[src/rtl/pwm_capture.sv]
// pwm_capture: measures high time and period of an asynchronous PWM input in
// prescaler ticks, exposed through an Avalon-MM slave register block.
// Optional build macro PWM_CAPTURE_FILTER_EN inserts a 3-sample majority
// filter after the input synchronizer (rejects 1-clock pulses, +2 clocks latency).
module pwm_capture #(
    parameter int CNT_W        = 32,
    parameter int PRESCALE_RST = 99
) (
    input  logic        csi_clk,
    input  logic        csi_reset,
    input  logic        avs_chipselect,
    input  logic [3:0]  avs_address,
    input  logic        avs_read,
    output logic [31:0] avs_readdata,
    input  logic        avs_write,
    input  logic [31:0] avs_writedata,
    input  logic        coe_pwm_in
);

    localparam logic [CNT_W-1:0] CNT_ZERO = {CNT_W{1'b0}};
    localparam logic [CNT_W-1:0] CNT_MAX  = {CNT_W{1'b1}};
    localparam logic [CNT_W-1:0] CNT_ONE  = {{(CNT_W-1){1'b0}}, 1'b1};

    typedef enum logic [1:0] {
        ST_IDLE    = 2'd0,
        ST_ARM     = 2'd1,
        ST_MEASURE = 2'd2
    } state_t;

    state_t            state_r, state_next_s;
    logic              sync1_r, sync2_r, level_s, level_prev_r, rise_s;
    logic              en_r, en_next_s, clr_s;
    logic [15:0]       prescale_r, presc_cnt_r;
    logic              tick_s;
    logic [CNT_W-1:0]  timeout_r, period_cnt_r, high_cnt_r, high_r, period_r;
    logic [CNT_W-1:0]  period_inc_s, high_inc_s;
    logic              tmo_cond_s, latch_s, tmo_evt_s;
    logic              valid_r, overrun_r, tmo_flag_r;
    logic              wr_s, rd_s, ctrl_wr_s, presc_wr_s, stat_wr_s, tmo_wr_s;
    logic [31:0]       rd_mux_s;
    logic              unused_wdata_s;

    assign wr_s       = avs_chipselect & avs_write;
    assign rd_s       = avs_chipselect & avs_read & ~avs_write;
    assign ctrl_wr_s  = wr_s & (avs_address == 4'd0);
    assign presc_wr_s = wr_s & (avs_address == 4'd1);
    assign stat_wr_s  = wr_s & (avs_address == 4'd4);
    assign tmo_wr_s   = wr_s & (avs_address == 4'd5);
    // EN/CLR act in the same clock as the CTRL write so disabling is immediate.
    assign en_next_s  = ctrl_wr_s ? avs_writedata[0] : en_r;
    assign clr_s      = ctrl_wr_s & avs_writedata[1];
    assign unused_wdata_s = ^avs_writedata;

    // Two-flop synchronizer for the asynchronous PWM input.
    always_ff @(posedge csi_clk) begin
        if (csi_reset) begin
            sync1_r <= 1'b0;
            sync2_r <= 1'b0;
        end else begin
            sync1_r <= coe_pwm_in;
            sync2_r <= sync1_r;
        end
    end

`ifdef PWM_CAPTURE_FILTER_EN
    logic filt_d1_r, filt_d2_r, filt_r;

    function automatic logic majority3(input logic a, input logic b, input logic c);
        return (a & b) | (a & c) | (b & c);
    endfunction

    // Majority vote over the last three synchronized samples.
    always_ff @(posedge csi_clk) begin
        if (csi_reset) begin
            filt_d1_r <= 1'b0;
            filt_d2_r <= 1'b0;
            filt_r    <= 1'b0;
        end else begin
            filt_d1_r <= sync2_r;
            filt_d2_r <= filt_d1_r;
            filt_r    <= majority3(sync2_r, filt_d1_r, filt_d2_r);
        end
    end
    assign level_s = filt_r;
`else
    assign level_s = sync2_r;
`endif

    // Previous level for rising-edge detection on the conditioned input.
    always_ff @(posedge csi_clk) begin
        if (csi_reset) begin
            level_prev_r <= 1'b0;
        end else begin
            level_prev_r <= level_s;
        end
    end
    assign rise_s = level_s & ~level_prev_r;

    // Prescaler: one tick every PRESCALE+1 clocks, restarted by a PRESCALE write.
    always_ff @(posedge csi_clk) begin
        if (csi_reset) begin
            presc_cnt_r <= 16'd0;
        end else if (presc_wr_s || tick_s) begin
            presc_cnt_r <= 16'd0;
        end else begin
            presc_cnt_r <= presc_cnt_r + 16'd1;
        end
    end
    assign tick_s = (presc_cnt_r == prescale_r);

    // Saturating next values of the running counters, including the current tick.
    always_comb begin
        period_inc_s = period_cnt_r;
        high_inc_s   = high_cnt_r;
        if (tick_s && (period_cnt_r != CNT_MAX)) begin
            period_inc_s = period_cnt_r + CNT_ONE;
        end else begin
            period_inc_s = period_cnt_r;
        end
        if (tick_s && level_s && (high_cnt_r != CNT_MAX)) begin
            high_inc_s = high_cnt_r + CNT_ONE;
        end else begin
            high_inc_s = high_cnt_r;
        end
    end
    assign tmo_cond_s = (timeout_r != CNT_ZERO) && (period_inc_s >= timeout_r);

    // Measurement state register.
    always_ff @(posedge csi_clk) begin
        if (csi_reset) begin
            state_r <= ST_IDLE;
        end else begin
            state_r <= state_next_s;
        end
    end

    // Next-state logic and latch/timeout event decode.
    always_comb begin
        state_next_s = state_r;
        latch_s      = 1'b0;
        tmo_evt_s    = 1'b0;
        if (!en_next_s) begin
            state_next_s = ST_IDLE;
        end else if (clr_s) begin
            state_next_s = ST_ARM;
        end else begin
            case (state_r)
                ST_IDLE:    state_next_s = ST_ARM;
                ST_ARM:     state_next_s = rise_s ? ST_MEASURE : ST_ARM;
                ST_MEASURE: begin
                    if (rise_s) begin
                        latch_s      = 1'b1;
                        state_next_s = ST_MEASURE;
                    end else if (tmo_cond_s) begin
                        tmo_evt_s    = 1'b1;
                        state_next_s = ST_ARM;
                    end else begin
                        state_next_s = ST_MEASURE;
                    end
                end
                default:    state_next_s = ST_IDLE;
            endcase
        end
    end

    // Running counters and the latched HIGH/PERIOD results.
    always_ff @(posedge csi_clk) begin
        if (csi_reset || clr_s) begin
            high_cnt_r   <= CNT_ZERO;
            period_cnt_r <= CNT_ZERO;
            high_r       <= CNT_ZERO;
            period_r     <= CNT_ZERO;
        end else if (latch_s) begin
            high_r       <= high_inc_s;
            period_r     <= period_inc_s;
            high_cnt_r   <= CNT_ZERO;
            period_cnt_r <= CNT_ZERO;
        end else if (tmo_evt_s) begin
            high_r       <= level_s ? period_inc_s : CNT_ZERO;
            period_r     <= CNT_ZERO;
            high_cnt_r   <= CNT_ZERO;
            period_cnt_r <= CNT_ZERO;
        end else if ((state_r == ST_MEASURE) && (state_next_s == ST_MEASURE)) begin
            high_cnt_r   <= high_inc_s;
            period_cnt_r <= period_inc_s;
        end else begin
            high_cnt_r   <= CNT_ZERO;
            period_cnt_r <= CNT_ZERO;
        end
    end

    // Sticky status flags: set events win over write-1-to-clear.
    always_ff @(posedge csi_clk) begin
        if (csi_reset || clr_s) begin
            valid_r    <= 1'b0;
            overrun_r  <= 1'b0;
            tmo_flag_r <= 1'b0;
        end else begin
            valid_r    <= (valid_r    & ~(stat_wr_s & avs_writedata[0])) | latch_s;
            overrun_r  <= (overrun_r  & ~(stat_wr_s & avs_writedata[1])) | (latch_s & valid_r);
            tmo_flag_r <= (tmo_flag_r & ~(stat_wr_s & avs_writedata[2])) | tmo_evt_s;
        end
    end

    // Writable configuration registers.
    always_ff @(posedge csi_clk) begin
        if (csi_reset) begin
            en_r       <= 1'b0;
            prescale_r <= 16'(PRESCALE_RST);
            timeout_r  <= CNT_ZERO;
        end else begin
            if (ctrl_wr_s)  en_r       <= avs_writedata[0];
            if (presc_wr_s) prescale_r <= avs_writedata[15:0];
            if (tmo_wr_s)   timeout_r  <= avs_writedata[CNT_W-1:0];
        end
    end

    // Register read multiplexer.
    always_comb begin
        rd_mux_s = 32'd0;
        case (avs_address)
            4'd0: rd_mux_s[0]         = en_r;
            4'd1: rd_mux_s[15:0]      = prescale_r;
            4'd2: rd_mux_s[CNT_W-1:0] = high_r;
            4'd3: rd_mux_s[CNT_W-1:0] = period_r;
            4'd4: rd_mux_s[3:0]       = {level_s, tmo_flag_r, overrun_r, valid_r};
            4'd5: rd_mux_s[CNT_W-1:0] = timeout_r;
            default: rd_mux_s = 32'd0;
        endcase
    end

    // Registered read data, held between reads.
    always_ff @(posedge csi_clk) begin
        if (csi_reset) begin
            avs_readdata <= 32'd0;
        end else if (rd_s) begin
            avs_readdata <= rd_mux_s;
        end else begin
            avs_readdata <= avs_readdata;
        end
    end

endmodule

[config.mk]
export PLATFORM = sky130hd
export DESIGN_NAME = pwm_capture
export DESIGN_NICKNAME = d
export VERILOG_FILES = /design/src/rtl/pwm_capture.sv
export SDC_FILE = /design/constraint.sdc
export NUM_CORES = 1
export LEC_CHECK = 0
export ABC_CLOCK_PERIOD_IN_PS = 3800
export BUFFER_PORTS_ARGS = -buffer_cell sky130_fd_sc_hd__buf_2
export CORE_ASPECT_RATIO = 0.7
export CORE_MARGIN = 1
export CORE_UTILIZATION = 32
export DETAILED_ROUTE_END_ITERATION = 8
export MAX_ROUTING_LAYER = met4
export PLACE_DENSITY = 0.56
export SYNTH_ARGS = -nofsm -noshare
export SYNTH_HDL_FRONTEND = slang
export SYNTH_SLANG_ARGS = --single-unit
export TNS_END_PERCENT = 100
[constraint.sdc]
create_clock -name csi_clk -period 3.8 [get_ports csi_clk]
set_input_delay 0.19 -clock csi_clk [delete_from_list [all_inputs] [get_ports csi_clk]]
set_output_delay 0.19 -clock csi_clk [all_outputs]
set_load 0.005 [all_outputs]
# Yosys cells after proc, flatten, opt, wreduce, memory -nomap -nowiden
# Index checks and enable logic that the tools add are counted.
dict set report totals {
  register_bits 233
  input_bits 42
  out_inout_bits 32
  word_cells 96
}
dict set report classes {
  add_sub_neg 3
  magnitude_cmp 1
  n_eq_ne 11
  n_mux 27
  bitwise 25
  reduce_logical 13
}
# cell n
set op_table {}
lappend op_table {{32-bit 2-to-1 mux} 7}
lappend op_table {{32-bit by 1-bit adder with 32-bit output (second input constant)} 2}
lappend op_table {{32-bit inequality test (second input constant)} 2}
lappend op_table {{12-bit case mux with 4 select lines} 1}
lappend op_table {{16-bit case mux with 3 select lines} 1}
lappend op_table {{32-bit >= comparator} 1}
lappend op_table {{32-bit nonzero test} 1}
lappend op_table {{16-bit by 1-bit adder with 16-bit output (second input constant)} 1}
lappend op_table {{1-bit AND} 16}
lappend op_table {{16-bit == test} 1}
lappend op_table {{3-bit case mux with 5 select lines} 1}
lappend op_table {{1-bit 2-to-1 mux} 10}
lappend op_table {{2-bit 2-to-1 mux} 5}
lappend op_table {{4-bit by 2-bit == test with 1-bit output (second input constant)} 2}
lappend op_table {{4-bit by 3-bit == test with 1-bit output (second input constant)} 2}
lappend op_table {{1-bit NOT} 6}
lappend op_table {{1-bit case mux with 6 select lines} 1}
lappend op_table {{2-bit case mux with 3 select lines} 1}
lappend op_table {{1-bit logical AND} 5}
lappend op_table {{2-bit == test (second input constant)} 2}
lappend op_table {{4-bit by 1-bit == test with 1-bit output (second input constant)} 1}
lappend op_table {{4-bit zero test} 1}
lappend op_table {{4-bit OR reduction} 1}
lappend op_table {{1-bit OR} 3}
lappend op_table {{5 further kinds} 6}

# Longest topological paths before layout
dict set report logic_depth {
  depth_word 14
  mapped_depth 18
}

# Least setup slack after synthesis
# Ideal clock, no wire load.
dict set report synth_path {
  kind {reg-to-reg}
  from {register period_cnt_r[0]}
  to {register high_cnt_r[11]}
  setup_ps 57
  t_arrival_ps 3884
  path_slack_ps -141
  path_stages_with_launch 17
  path_buffers 2
  path_cell_list {dfxtp_1 -> ha_1 -> nand4_1 -> nor4_1 -> nand3_1 -> clkbuf_1 -> nand2_1 -> xor2_1 -> ha_1 -> nand2b_1 -> a2111oi_0 -> a2111oi_0 -> o41a_1 -> o22a_1 -> nand4b_4 -> clkbuf_1 -> o21ba_2}
}
dict set report synth_via {
  elab_chain_cells 14
  elab_cells_between_ends 20
}
# item line
set synth_lines {}
lappend synth_lines {{from (decl)} 35} ;# logic [CNT_W-1:0] timeout_r, period_cnt_r, high_cnt_r, high_r, period_r;
lappend synth_lines {{from (signal assigned)} 185} ;# period_cnt_r <= period_inc_s;
lappend synth_lines {{parallel branches: the longest is 2 deep, another holds 32-bit by 1-bit adder with 32-bit output} --}
lappend synth_lines {{32-bit 2-to-1 mux *} 115} ;# if (tick_s && (period_cnt_r != CNT_MAX)) begin
lappend synth_lines {{32-bit >= comparator *} 126} ;# assign tmo_cond_s = (timeout_r != CNT_ZERO) && (period_inc_s >= timeout_r);
lappend synth_lines {{1-bit logical AND *} 126}
lappend synth_lines {{2-bit 2-to-1 mux} 154} ;# end else if (tmo_cond_s) begin
lappend synth_lines {{2-bit 2-to-1 mux} 151} ;# if (rise_s) begin
lappend synth_lines {{2-bit case mux with 3 select lines} 147} ;# case (state_r)
lappend synth_lines {{2-bit 2-to-1 mux} 144} ;# end else if (clr_s) begin
lappend synth_lines {{2-bit 2-to-1 mux} 142} ;# if (!en_next_s) begin
lappend synth_lines {{2-bit == test} 183} ;# end else if ((state_r == ST_MEASURE) && (state_next_s == ST_MEASURE)) begin
lappend synth_lines {{1-bit logical AND} 183}
lappend synth_lines {{1-bit NOT (no line)} --}
lappend synth_lines {{4-bit OR reduction (no line) *} --}
lappend synth_lines {{to (signal assigned)} 184} ;# high_cnt_r <= high_inc_s;
lappend synth_lines {{to (decl)} 35}
# Every way passes the cells marked *.
# A chain may end at the register's enable or synchronous reset.

# Worst setup path in the final report
dict set report layout_path {
  from {register prescale_r[8]}
  to {register high_r[12]}
}
dict set report layout_via {
  elab_chain_cells 11
  elab_cells_between_ends 17
}
# item line
set layout_lines {}
lappend layout_lines {{from (decl)} 33} ;# logic [15:0] prescale_r, presc_cnt_r;
lappend layout_lines {{from (signal assigned)} 209} ;# prescale_r <= 16'(PRESCALE_RST);
lappend layout_lines {{from (signal assigned)} 213} ;# if (presc_wr_s) prescale_r <= avs_writedata[15:0];
lappend layout_lines {{16-bit == test} 109} ;# assign tick_s = (presc_cnt_r == prescale_r);
lappend layout_lines {{1-bit logical AND} 115}
lappend layout_lines {{32-bit 2-to-1 mux} 115}
lappend layout_lines {{net period_inc_s[29]} 36} ;# logic [CNT_W-1:0] period_inc_s, high_inc_s;
lappend layout_lines {{32-bit >= comparator} 126}
lappend layout_lines {{1-bit logical AND} 126}
lappend layout_lines {{1-bit 2-to-1 mux} 154}
lappend layout_lines {{1-bit 2-to-1 mux} 151}
lappend layout_lines {{1-bit 2-to-1 mux} 147}
lappend layout_lines {{1-bit 2-to-1 mux} 144}
lappend layout_lines {{1-bit 2-to-1 mux} 142}
lappend layout_lines {{2-bit nonzero test (no line)} --}
lappend layout_lines {{to (signal assigned)} 174} ;# high_r <= high_inc_s;
lappend layout_lines {{to (signal assigned)} 179} ;# high_r <= level_s ? period_inc_s : CNT_ZERO;
lappend layout_lines {{to (decl)} 35}
# The timed path passes the listed nets, and every way through them passes these cells. The select of a mux whose other input is x is not followed.

==> flow_metrics.tcl <==
set metrics [dict create \
    status "finished with violations" \
    violations "setup timing" \
    dr.pass1.iters 6 \
    finalHoldViolCount 0 \
    grt_first_pass_wirelength_mm 61.0 \
    synth-edff-count 0 \
    timing.fmax_mhz 241 \
    path_class "reg2reg" \
    layout_min_cycle_time_ns 4.14 \
    power.density_nw_per_um2 318 \
    setup_viol 131 \
    fin_util 0.442 \
    ant_nets 0 \
    yosysWarnings 0 \
    vias_per_cell 5.35 \
    hp-class "in2reg" \
    cts_made_buffers 23 \
    start_util 0.330 \
    clk_pin_slew_worst_paths_ns 0.06 \
    cp.arrival_ns 4.50 \
    final_cell_mix "dfxtp_1, buf_4, nor2_1, nand2_1, a21oi_1" \
    rsz0062_at_grt "yes" \
    syn2layout_area_growth_pct 33.9 \
    yosys.area.top_type "dfxtp_1" \
    num_rows 57 \
    syn-num-nets 1455 \
    overflow 0 \
    clockBufferDepth 3 \
    cp_max_fo 6 \
    gp_congestion 0.953 \
    async_reset_ff_frac 0 \
    die_w_microns 230 \
    synth_area_sq_um 11600 \
    maxCapViolations 0 \
    cts_root_buffer "clkbuf_16" \
    start_kind "flip-flop" \
    worstMarginPinSlew_ns 1.04 \
    synth_flop_cell "dfxtp_1" \
    die_area_sq_um 37000 \
    drt-initial-drc-count 1021 \
    grt_max_degree 47 \
    maxSlewViolCount 0 \
    grt_pass1_vias 10800 \
    track_usage 0.214 \
    cts.sink_count 233 \
    port_buffers 73 \
    synthCells 1378 \
    boundaryPins 74 \
    drc 0 \
    avgSynthCellArea_sq_um 8.42 \
    clk_latency_ns 0.53 \
    leakage_uw 0.00602 \
    fin_worst_skew_ns 0.0184 \
    wirelength_mm 39.4 \
    post-route-period-util 1.09 \
    yosys.cell_types.count 72 \
    seq_area_frac_synth 0.402 \
    stdcell_count 2109 \
    netlist_top_cells_area "dfxtp_1, nor2_1, nand2_1" \
    end_kind "flip-flop" \
    htreeDepth 1 \
    maxSlewHeadroom 0.304 \
    via_count 11300 \
    core-area_sq_um 35200 \
    cp.required_ns 4.16 \
    setup_ws_ns -0.343 \
    dp_hpwl_mm 28.0 \
    peakVddDrop_uv 249 \
    synth-seq-cells 233 \
    finalNetCount 1699 \
    fp.dieH_microns 161 \
    grt_antenna_before_repair 0 \
    yosysTopAreaCellShare 0.402 \
    place_inst 2002 \
    hold_slack_ns 0.242 \
    mostFrequentLayoutCell "dfxtp_1" \
    drive_above_1_share 0.276 \
    routedWlPerCell_microns 18.7 \
    cts_tree "done" \
]
==> final cells by class <==
cell class	instances	area, sq um
inverter	46	175
timing repair buffer	313	2500
tap	472	591
sequential	233	4670
fill	3412	19600
antenna	1	2.50
clock buffer	33	663
clock inverter	6	35.0
multi-input combinational	1005	6910
==> Yosys cell counts (3+ instances only) <==
library cell / n
dfxtp_1: 233
nor2_1: 153
nand2_1: 136
a21oi_1: 97
clkbuf_1: 72
nor3_1: 49
inv_1: 46
nor2b_1: 43
nand3_1: 42
xor2_1: 42
nand4_1: 41
xnor2_1: 39
ha_1: 35
a22oi_1: 33
mux2_2: 33
a221oi_1: 27
o21ai_0: 27
and3_1: 21
nor4_1: 20
and4_1: 13
buf_2: 13
a222oi_1: 12
a2bb2oi_1: 11
or3_1: 10
a211oi_1: 9
buf_1: 9
nand2b_1: 9
nor4b_1: 8
and2_1: 7
a311oi_1: 6
a31oi_1: 6
mux2i_1: 6
or2_2: 5
nand3b_1: 4
o21a_1: 4
or4_1: 4
a2111oi_0: 3
nor4_2: 3
o22a_1: 3
o31ai_1: 3
==> worst paths after layout <==
path | slack, ns | start | depth (start not counted) | endpoint
worst max-delay path | -0.34 | prescale_r[8] | 17 | high_r[12]
worst min-delay path | 0.24 | csi_reset | 3 | level_s
worst max register to register | -0.34 | prescale_r[8] | 17 | high_r[12]
worst min register to register | 0.46 | sync1_r | 1 | level_s
==> worst max-delay path: stages, from the launching register on <==
cell,delay (ns)
dfxtp_2,0.33
xor2_1,0.15
nor4_1,0.29
buf_4,0.17
nand4_1,0.16
buf_6,0.21
nor4b_2,0.34
xor2_1,0.17
ha_1,0.33
nand4_1,0.17
buf_4,0.19
nor4_4,0.34
o41a_1,0.37
o21ai_4,0.12
buf_12,0.18
buf_8,0.13
a311oi_1,0.22
nor3_1,0.07
==> through the flow <==
stage | power [uW] | setup slack, ns | setup TNS, ns | area, sq um
floorplan | 2650 | 0.00477 | 0 | 11600
global placement | 2750 | -0.654 | -61.70 | 13600
detailed placement | 2750 | -0.709 | -65.82 | 13600
CTS | 4970 | -0.239 | -16.17 | 15300
global route | 5090 | -0.461 | -51.69 | 15500
finish | 4930 | -0.343 | -33.63 | 15500
==> routing by layer <==
metal | track usage | vias up | wire length, microns
li1 | - | 5432 | -
met1 | 0.310 | 5492 | 19500
met2 | 0.314 | 320 | 17000
met3 | 0.0355 | 45 | 2370
met4 | 0.0352 | 0 | 513
met5 | - | - | 0
==> power breakdown <==
part | internal [uW] | total [uW] | switching, uW
registers | 2460 | 2470 | 12.5
logic | 106 | 258 | 151
clock network | 1210 | 2200 | 995
total | 3780 | 4930 | 1160
==> repair_timing <==
action	CTS	global route
hold buffers	33	0
setup buffers	23	8
hold endpoints to repair	47	0
pin swaps	50	15
setup endpoints to repair	131	131
resized for setup	85	34
gates cloned	4	1
==> cells by family after synthesis <==
logic type / after synthesis / share of synthesized area
simple gates: 582 / 0.255
xor+xnor: 81 / 0.0611
buf+inv: 140 / 0.0467
compound gates: 267 / 0.158
mux: 40 / 0.0391
flops: 233 / 0.402
fa+ha+maj: 35 / 0.0377
==> state kept, by name, summed over array words and instances, names as in the netlist, 2 cells and up <==
name	flops
avs_readdata	32
high_cnt_r	32
high_r	32
period_cnt_r	32
period_r	32
timeout_r	32
presc_cnt_r	16
prescale_r	16
state_r	2
No activity file was read; power rests on OpenSTA's default activity.
